## src/rtl/cam_capture_pkg.sv

```systemverilog
`default_nettype none
//============================================================================
// Package  : cam_capture_pkg
// Brief    : Shared FSM encoding, RGB444 field positions and default geometry
//            for the camera capture path.
// Revision : 1.0 - initial release
//============================================================================
package cam_capture_pkg;

    localparam int c_H_PIXELS_DEF = 640;
    localparam int c_V_LINES_DEF  = 480;
    localparam int c_ADDR_W_DEF   = 19;

    localparam int             c_ST_W       = 2;
    localparam logic [c_ST_W-1:0] c_ST_IDLE    = 2'd0;
    localparam logic [c_ST_W-1:0] c_ST_WAIT_VS = 2'd1;
    localparam logic [c_ST_W-1:0] c_ST_CAPTURE = 2'd2;

    // Frame-buffer pixel {R,G,B}, matching the VGA pixel input.
    localparam int c_CH_W  = 4;
    localparam int c_PIX_W = 3 * c_CH_W;
    localparam int c_R_LSB = 8;
    localparam int c_G_LSB = 4;
    localparam int c_B_LSB = 0;

    // Camera RGB444 byte layout: byte0 = {xxxx,R}, byte1 = {G,B}.
    localparam int c_B0_R_LSB = 0;
    localparam int c_B1_G_LSB = 4;
    localparam int c_B1_B_LSB = 0;

    typedef logic [c_PIX_W-1:0] pixel_t;

endpackage : cam_capture_pkg
`default_nettype wire

```

## src/rtl/cam_byte_assembler.sv

```systemverilog
`default_nettype none
//============================================================================
// Module   : cam_byte_assembler
// Brief    : Pairs camera bytes into one RGB444 pixel using a byte-phase
//            toggle; a cleared phase discards any dangling byte0.
// Revision : 1.0 - initial release
//============================================================================
module cam_byte_assembler
    import cam_capture_pkg::*;
(
    input  logic       clk,
    input  logic       rst_n,
    input  logic       i_clear,
    input  logic       i_accept,
    input  logic [7:0] i_byte,
    output logic       o_pix_valid,
    output pixel_t     o_pixel
);

    logic              r_phase;
    logic [c_CH_W-1:0] r_red;

    always_ff @(posedge clk) begin
        if (!rst_n) begin
            r_phase <= 1'b0;
            r_red   <= '0;
        end else if (i_clear) begin
            r_phase <= 1'b0;
        end else if (i_accept) begin
            if (!r_phase) begin
                r_red <= i_byte[c_B0_R_LSB +: c_CH_W];
            end
            r_phase <= ~r_phase;
        end
    end

    // The pixel completes combinationally on byte1; the caller registers it.
    always_comb begin
        o_pix_valid                    = i_accept & r_phase;
        o_pixel                        = '0;
        o_pixel[c_R_LSB +: c_CH_W]     = r_red;
        o_pixel[c_G_LSB +: c_CH_W]     = i_byte[c_B1_G_LSB +: c_CH_W];
        o_pixel[c_B_LSB +: c_CH_W]     = i_byte[c_B1_B_LSB +: c_CH_W];
    end

endmodule : cam_byte_assembler
`default_nettype wire

```

## src/rtl/cam_capture.sv

```systemverilog
`default_nettype none
//============================================================================
// Module   : cam_capture
// Brief    : Captures one RGB444 camera frame per VSYNC into a frame buffer.
// Revision : 1.0 - initial release
//============================================================================
module cam_capture
    import cam_capture_pkg::*;
#(
    parameter int H_PIXELS = c_H_PIXELS_DEF,
    parameter int V_LINES  = c_V_LINES_DEF,
    parameter int ADDR_W   = c_ADDR_W_DEF
) (
    input  logic              CLK_25_I,
    input  logic              RST_N_I,
    input  logic              ENABLE_I,
    input  logic              PCLK_EN_I,
    input  logic              CAM_VSYNC_I,
    input  logic              CAM_HREF_I,
    input  logic [7:0]        CAM_DATA_I,
    output logic              BRAM_WE_O,
    output logic [ADDR_W-1:0] BRAM_ADDR_O,
    output logic [11:0]       BRAM_DATA_O,
    output logic              FRAME_DONE_O,
    output logic              BUSY_O
);

    localparam int                 c_COL_W  = $clog2(H_PIXELS + 1);
    localparam int                 c_LINE_W = $clog2(V_LINES + 1);
    localparam logic [c_COL_W-1:0] c_H_COL  = c_COL_W'(H_PIXELS);
    localparam logic [c_LINE_W-1:0] c_V_LINE = c_LINE_W'(V_LINES);
    localparam logic [ADDR_W-1:0]  c_H_STEP = ADDR_W'(H_PIXELS);

    logic [c_ST_W-1:0]   r_state;
    logic [c_ST_W-1:0]   w_next_state;
    logic                r_vsync_q;
    logic                r_href_q;
    logic                w_vs_fall;
    logic                w_vs_rise;
    logic                w_href_fall;
    logic                w_capture;
    logic                w_frame_start;
    logic                w_frame_end;
    logic                w_accept;
    logic                w_pix_valid;
    pixel_t              w_pixel;
    logic                w_write;
    logic                w_line_adv;
    logic [c_COL_W-1:0]  r_col;
    logic [c_LINE_W-1:0] r_line;
    logic                r_line_used;
    logic [ADDR_W-1:0]   r_base;
    logic [ADDR_W-1:0]   r_ptr;
    logic                r_we;
    logic [ADDR_W-1:0]   r_addr;
    pixel_t              r_data;
    logic                r_done;

    assign w_vs_fall   = r_vsync_q & ~CAM_VSYNC_I;
    assign w_vs_rise   = ~r_vsync_q & CAM_VSYNC_I;
    assign w_href_fall = r_href_q & ~CAM_HREF_I;

    always_ff @(posedge CLK_25_I) begin
        if (!RST_N_I) begin
            r_state <= c_ST_IDLE;
        end else begin
            r_state <= w_next_state;
        end
    end

    always_comb begin
        w_next_state = r_state;
        case (r_state)
            c_ST_IDLE:    if (ENABLE_I)  w_next_state = c_ST_WAIT_VS;
            c_ST_WAIT_VS: if (w_vs_fall) w_next_state = c_ST_CAPTURE;
            c_ST_CAPTURE: if (w_vs_rise) w_next_state = ENABLE_I ? c_ST_WAIT_VS : c_ST_IDLE;
            default:                     w_next_state = c_ST_IDLE;
        endcase
    end

    always_comb begin
        w_capture     = (r_state == c_ST_CAPTURE);
        w_frame_start = (r_state == c_ST_WAIT_VS) & w_vs_fall;
        w_frame_end   = w_capture & w_vs_rise;
        BUSY_O        = w_capture;
    end

    // A byte arriving with the closing VSYNC edge belongs to no frame.
    assign w_accept   = w_capture & ~w_vs_rise & PCLK_EN_I & CAM_HREF_I;
    assign w_write    = w_pix_valid & (r_col < c_H_COL) & (r_line < c_V_LINE);
    assign w_line_adv = w_capture & w_href_fall & r_line_used & (r_line < c_V_LINE);

    cam_byte_assembler u_byte_asm (
        .clk         (CLK_25_I),
        .rst_n       (RST_N_I),
        .i_clear     (w_href_fall | w_frame_start | w_frame_end),
        .i_accept    (w_accept),
        .i_byte      (CAM_DATA_I),
        .o_pix_valid (w_pix_valid),
        .o_pixel     (w_pixel)
    );

    always_ff @(posedge CLK_25_I) begin
        if (!RST_N_I) begin
            r_vsync_q <= 1'b0;
            r_href_q  <= 1'b0;
        end else begin
            r_vsync_q <= CAM_VSYNC_I;
            r_href_q  <= CAM_HREF_I;
        end
    end

    // Re-basing the pointer per line keeps short lines from shifting later ones.
    always_ff @(posedge CLK_25_I) begin
        if (!RST_N_I || w_frame_start) begin
            r_col       <= '0;
            r_line      <= '0;
            r_line_used <= 1'b0;
            r_base      <= '0;
            r_ptr       <= '0;
        end else begin
            if (w_href_fall) begin
                r_col       <= '0;
                r_line_used <= 1'b0;
            end else begin
                if (w_accept)                         r_line_used <= 1'b1;
                if (w_pix_valid && (r_col < c_H_COL)) r_col       <= r_col + 1'b1;
            end
            if (w_line_adv) begin
                r_line <= r_line + 1'b1;
                r_base <= r_base + c_H_STEP;
                r_ptr  <= r_base + c_H_STEP;
            end else if (w_write) begin
                r_ptr  <= r_ptr + 1'b1;
            end
        end
    end

    always_ff @(posedge CLK_25_I) begin
        if (!RST_N_I) begin
            r_we   <= 1'b0;
            r_addr <= '0;
            r_data <= '0;
            r_done <= 1'b0;
        end else begin
            r_we   <= w_write;
            r_done <= w_frame_end;
            if (w_write) begin
                r_addr <= r_ptr;
                r_data <= w_pixel;
            end
        end
    end

    assign BRAM_WE_O    = r_we;
    assign BRAM_ADDR_O  = r_addr;
    assign BRAM_DATA_O  = r_data;
    assign FRAME_DONE_O = r_done;

endmodule : cam_capture
`default_nettype wire

```

## config.mk

```make
export PLATFORM = sky130hd
export DESIGN_NAME = cam_capture
export DESIGN_NICKNAME = d
export VERILOG_FILES = /design/src/rtl/cam_capture_pkg.sv /design/src/rtl/cam_byte_assembler.sv /design/src/rtl/cam_capture.sv
export SDC_FILE = /design/constraint.sdc
export NUM_CORES = 1
export LEC_CHECK = 0
export ABC_CLOCK_PERIOD_IN_PS = 1900
export CAP_MARGIN = 40
export CORE_MARGIN = 2
export CORE_UTILIZATION = 45
export CTS_BUF_LIST = sky130_fd_sc_hd__clkbuf_8
export DETAILED_ROUTE_END_ITERATION = 6
export HOLD_SLACK_MARGIN = 0.03
export PLACE_DENSITY = 0.71
export SLEW_MARGIN = 5
export SYNTH_ARGS = -nofsm -noshare
export SYNTH_HDL_FRONTEND = slang
export SYNTH_SLANG_ARGS = --single-unit
export TNS_END_PERCENT = 20
```

## constraint.sdc

```tcl
create_clock -name CLK_25_I -period 1.9 [get_ports CLK_25_I]
set_clock_uncertainty 0.05 [all_clocks]
set_input_delay 0.57 -clock CLK_25_I [delete_from_list [all_inputs] [get_ports CLK_25_I]]
set_output_delay 0.57 -clock CLK_25_I [all_outputs]
set_load 0.02 [all_outputs]
```

==> flow_metrics.tcl, run 1 <==
set metrics [dict create \
    synth_top_family_by_area "simple AND/OR/NAND/NOR gates" \
    worstPathRequired_ns 2.10 \
    layout-area-overhead-vs-synth_pct 32.4 \
    clkTransAtPathRegs_ns 0.09 \
    synth-seq-cells 93 \
    finalMaxSlewViolations 0 \
    dp.final_hpwl_mm 5.99 \
    cts_buffer_depth 2 \
    cts_tree "built" \
    grt_max_degree 24 \
    synth-xor-area-share 0.108 \
    max_cap_violations 0 \
    avgSynthCellArea_um2 8.76 \
    r2r-end "r_ptr[18]$_SDFFE_PP0P_" \
    fin_nets 571 \
    grtUsageTotal 0.183 \
    drc 0 \
    ant_nets 0 \
    p_total_mw 3.55 \
    ir_worst_vdd_uv 364 \
    relSlewSlack 0.685 \
    coreArea_um2 8810 \
    grt-ovfl-total 0 \
    vias 3500 \
    worst_slack_ns 0.0460 \
    antenna_cells 0 \
    synth_seq_area_share 0.450 \
    outcome "completed" \
    drt_iter0_drc 127 \
    place_ws_ns -0.548 \
    async_flop_share 0 \
    worst_r2r_path_depth 8 \
    yosys.area_share.simple 0.266 \
    drt_wl_total_mm 9.40 \
    worstHoldStart "BRAM_ADDR_O[13]$_SDFFE_PN0P_" \
    ys_warn_count 0 \
    post_dp_cell_area_um2 4950 \
    powerDensity_nw_per_um2 649 \
    rsz0062_at_grt "true" \
    netlist_area_um2 4130 \
    crit_type "in -> reg" \
    initial_core_util 0.469 \
    viasPerCell 5.26 \
    max_freq_mhz 539 \
    post-place-cells 639 \
    p_leak_nw 2.12 \
    ctsRootBufferMaster "clkbuf_8" \
    die-area_um2 9970 \
    cts_buffers 9 \
    layout-drive-gt1-share 0.167 \
    setup-violations-final 0 \
    synthAdderAreaFrac 0.0121 \
    boundaryPins 48 \
    period_share 0.976 \
    ys.flop_type "dfxtp_1" \
    r2r_setup_slack_ns 0.07 \
    antenna_found_initial 0 \
    fin_cells 666 \
    chipWidth_um 99.8 \
    ys_types 37 \
    hp-class "reg -> reg" \
    crit_fanout 6 \
    postCtsHoldBufs 0 \
    h-tree-depth 3 \
    wire_per_inst_um 14.1 \
    final_core_util 0.621 \
    grt_pass1_wl_mm 14.8 \
    crit_arrival_ns 2.05 \
    min_to "BRAM_ADDR_O[13]$_SDFFE_PN0P_" \
    row_count 34 \
    synth_mux_area_frac 0.0145 \
    clock_sinks 93 \
    fillCellCount 744 \
    gp_congestion 0.830 \
    drtPass1Iterations 4 \
    worst_slew_pin_slew_ns 0.469 \
    min_path_cells 2 \
    first_global_vias 3232 \
    finalHoldViolations 0 \
    synth_nets 490 \
    final_area_um2 5470 \
    insertion_delay_ns 0.36 \
    endpoint_kind "register" \
    netlist_instances 472 \
    synth_edf_count 0 \
    synth_compound_area_frac 0.110 \
    io_buffer_count 47 \
    period_minus_slack_ns 1.85 \
    die_height_um 99.8 \
    reg2reg_from "r_state[0]$_SDFFE_PN0P_" \
    startpoint_type "primary input" \
]
layout by cell type, fill, tap and decap left out, types with 9 or more instances in the layout:
| master | Yosys | routed |
|---|---|---|
| a21boi_0 | 31 | 17 |
| nand3_1 | 10 | 10 |
| nand2_1 | 91 | 91 |
| a21boi_1 | 0 | 13 |
| xor2_1 | 15 | 15 |
| o21ai_0 | 14 | 14 |
| xnor2_1 | 36 | 36 |
| dfxtp_1 | 93 | 91 |
| nor4_4 | 3 | 9 |
| dlygate4sd2_1 | 0 | 34 |
| a21oi_1 | 18 | 18 |
| clkbuf_8 | 0 | 9 |
| buf_4 | 0 | 35 |
| nand4_1 | 12 | 12 |
| nor2_1 | 35 | 35 |
| clkdlybuf4s50_1 | 0 | 10 |
through the flow:
stage / setup TNS (ns) / hold slack (ns)
after global placement: -29.51 / 0.397
final: 0 / 0.411
after global routing: -0.0913 / 0.434
after CTS: 0 / 0.417
after floorplan: 0 / 0.384
after detailed placement: -33.19 / 0.407
report_power, final:
group          switching [mW]  internal (mW)
Combinational          0.0567         0.0689
Clock                   0.720          0.749
Sequential            0.00411           1.95
Total                   0.781           2.77
critical path: stages:
cell and delay, ns:
dlygate4sd2_1 0.21, and4b_1 0.22, nand4_1 0.11, buf_6 0.16
buf_12 0.13, buf_4 0.18, nor4_4 0.26, xnor2_1 0.14
a21oi_1 0.08
Yosys cell counts, types with 3 or more instances:
cell	count	area (um2)
nand2b_1	5	31.3
buf_2	9	45.0
nand4_1	12	75.1
buf_6	3	33.8
nor2_1	35	131
nor4_2	3	37.5
and3_1	4	25.0
nor4_4	3	63.8
nor2_2	4	25.0
mux2i_1	6	60.1
or3_1	4	25.0
dfxtp_1	93	1860
nand2_1	91	342
clkbuf_1	15	56.3
xor2_1	15	131
o22ai_1	3	18.8
nor3_1	11	55.1
ha_1	4	50.1
and4_1	6	52.6
xnor2_1	36	315
inv_1	7	26.3
nor2b_1	9	56.3
a21oi_1	18	90.1
and2_1	5	31.3
a21boi_0	31	233
nand3_1	10	50.1
o21ai_0	14	70.1
nor4_1	7	43.8
metal layers:
metal  global-route usage  vias to the layer above  routed length, um  share of wire
met4               0.0727                        0                178          0.019
met1                0.231                     1658               4220           0.45
met5                    0                        -                  0              0
li1                     -                     1762                  -              -
met3               0.0306                       14                301          0.032
met2                0.312                       66               4700           0.50
registers in the layout, indices dropped and copies added, names as in the netlist, 2 cells and up:
signal / flops
r_state: 2
r_col: 10
BRAM_ADDR_O: 19
r_line: 9
u_byte_asm.r_red: 4
BRAM_DATA_O: 12
r_base: 12
r_ptr: 19
cell type report:
type                       count  area, um2  share of cell area
timing repair buffer          97        987               0.180
clock buffer                   9        124              0.0226
tap                          108        135              0.0247
multi-input combinational    345       2240               0.409
sequential                    93       1860               0.341
inverter                       7       26.3             0.00480
clock inverter                 7       97.6              0.0178
kinds of logic (layout without fill, tap and decap cells):
logic type               after synthesis  in the layout
AO/OA/AOI/OAI                         71             71
XOR/XNOR                              51             51
adder cells (fa/ha/maj)                4              4
buffers and inverters                 34            120
flip-flops                            93             93
multiplexers                           6              6
AND/OR/NAND/NOR                      213            213
worst max path at each step:
| stage | from | to | slack (ns) | cells after the start |
|---|---|---|---|---|
| 2_1_floorplan | PCLK_EN_I | r_col[6]$_SDFFE_PP0P_ | 0.08 | 7 |
| 3_3_place_gp | CAM_HREF_I | r_ptr[18]$_SDFFE_PP0P_ | -0.44 | 7 |
| 3_5_place_dp | CAM_HREF_I | BRAM_ADDR_O[12]$_SDFFE_PN0P_ | -0.55 | 8 |
| 4_1_cts | BRAM_WE_O$_SDFF_PN0_ | BRAM_WE_O | 0.01 | 1 |
| 5_1_grt | r_line[6]$_SDFFE_PP0P_ | r_ptr[13]$_SDFFE_PP0P_ | -0.05 | 6 |
| 6_report | CAM_HREF_I | r_ptr[18]$_SDFFE_PP0P_ | 0.05 | 9 |
repair_timing:
item | CTS | global route
buffers inserted | 1 | 5
cloned | 2 | 3
resized for setup | 61 | 28
endpoints found under the setup margin | 78 | 59
pin swaps | 9 | 3
No activity file was read; power rests on OpenSTA's default activity.
==> run 2, diff against run 1 <==
--- a/config.mk
+++ b/config.mk
@@ -10,6 +10,7 @@
 export CORE_MARGIN = 2
 export CORE_UTILIZATION = 45
 export CTS_BUF_LIST = sky130_fd_sc_hd__clkbuf_8
+export CTS_CLUSTER_SIZE = 30
 export DETAILED_ROUTE_END_ITERATION = 6
 export HOLD_SLACK_MARGIN = 0.03
 export PLACE_DENSITY = 0.71
==> results of run 2 <==
Final layout, timing and power as in run 1 (identical DEF).
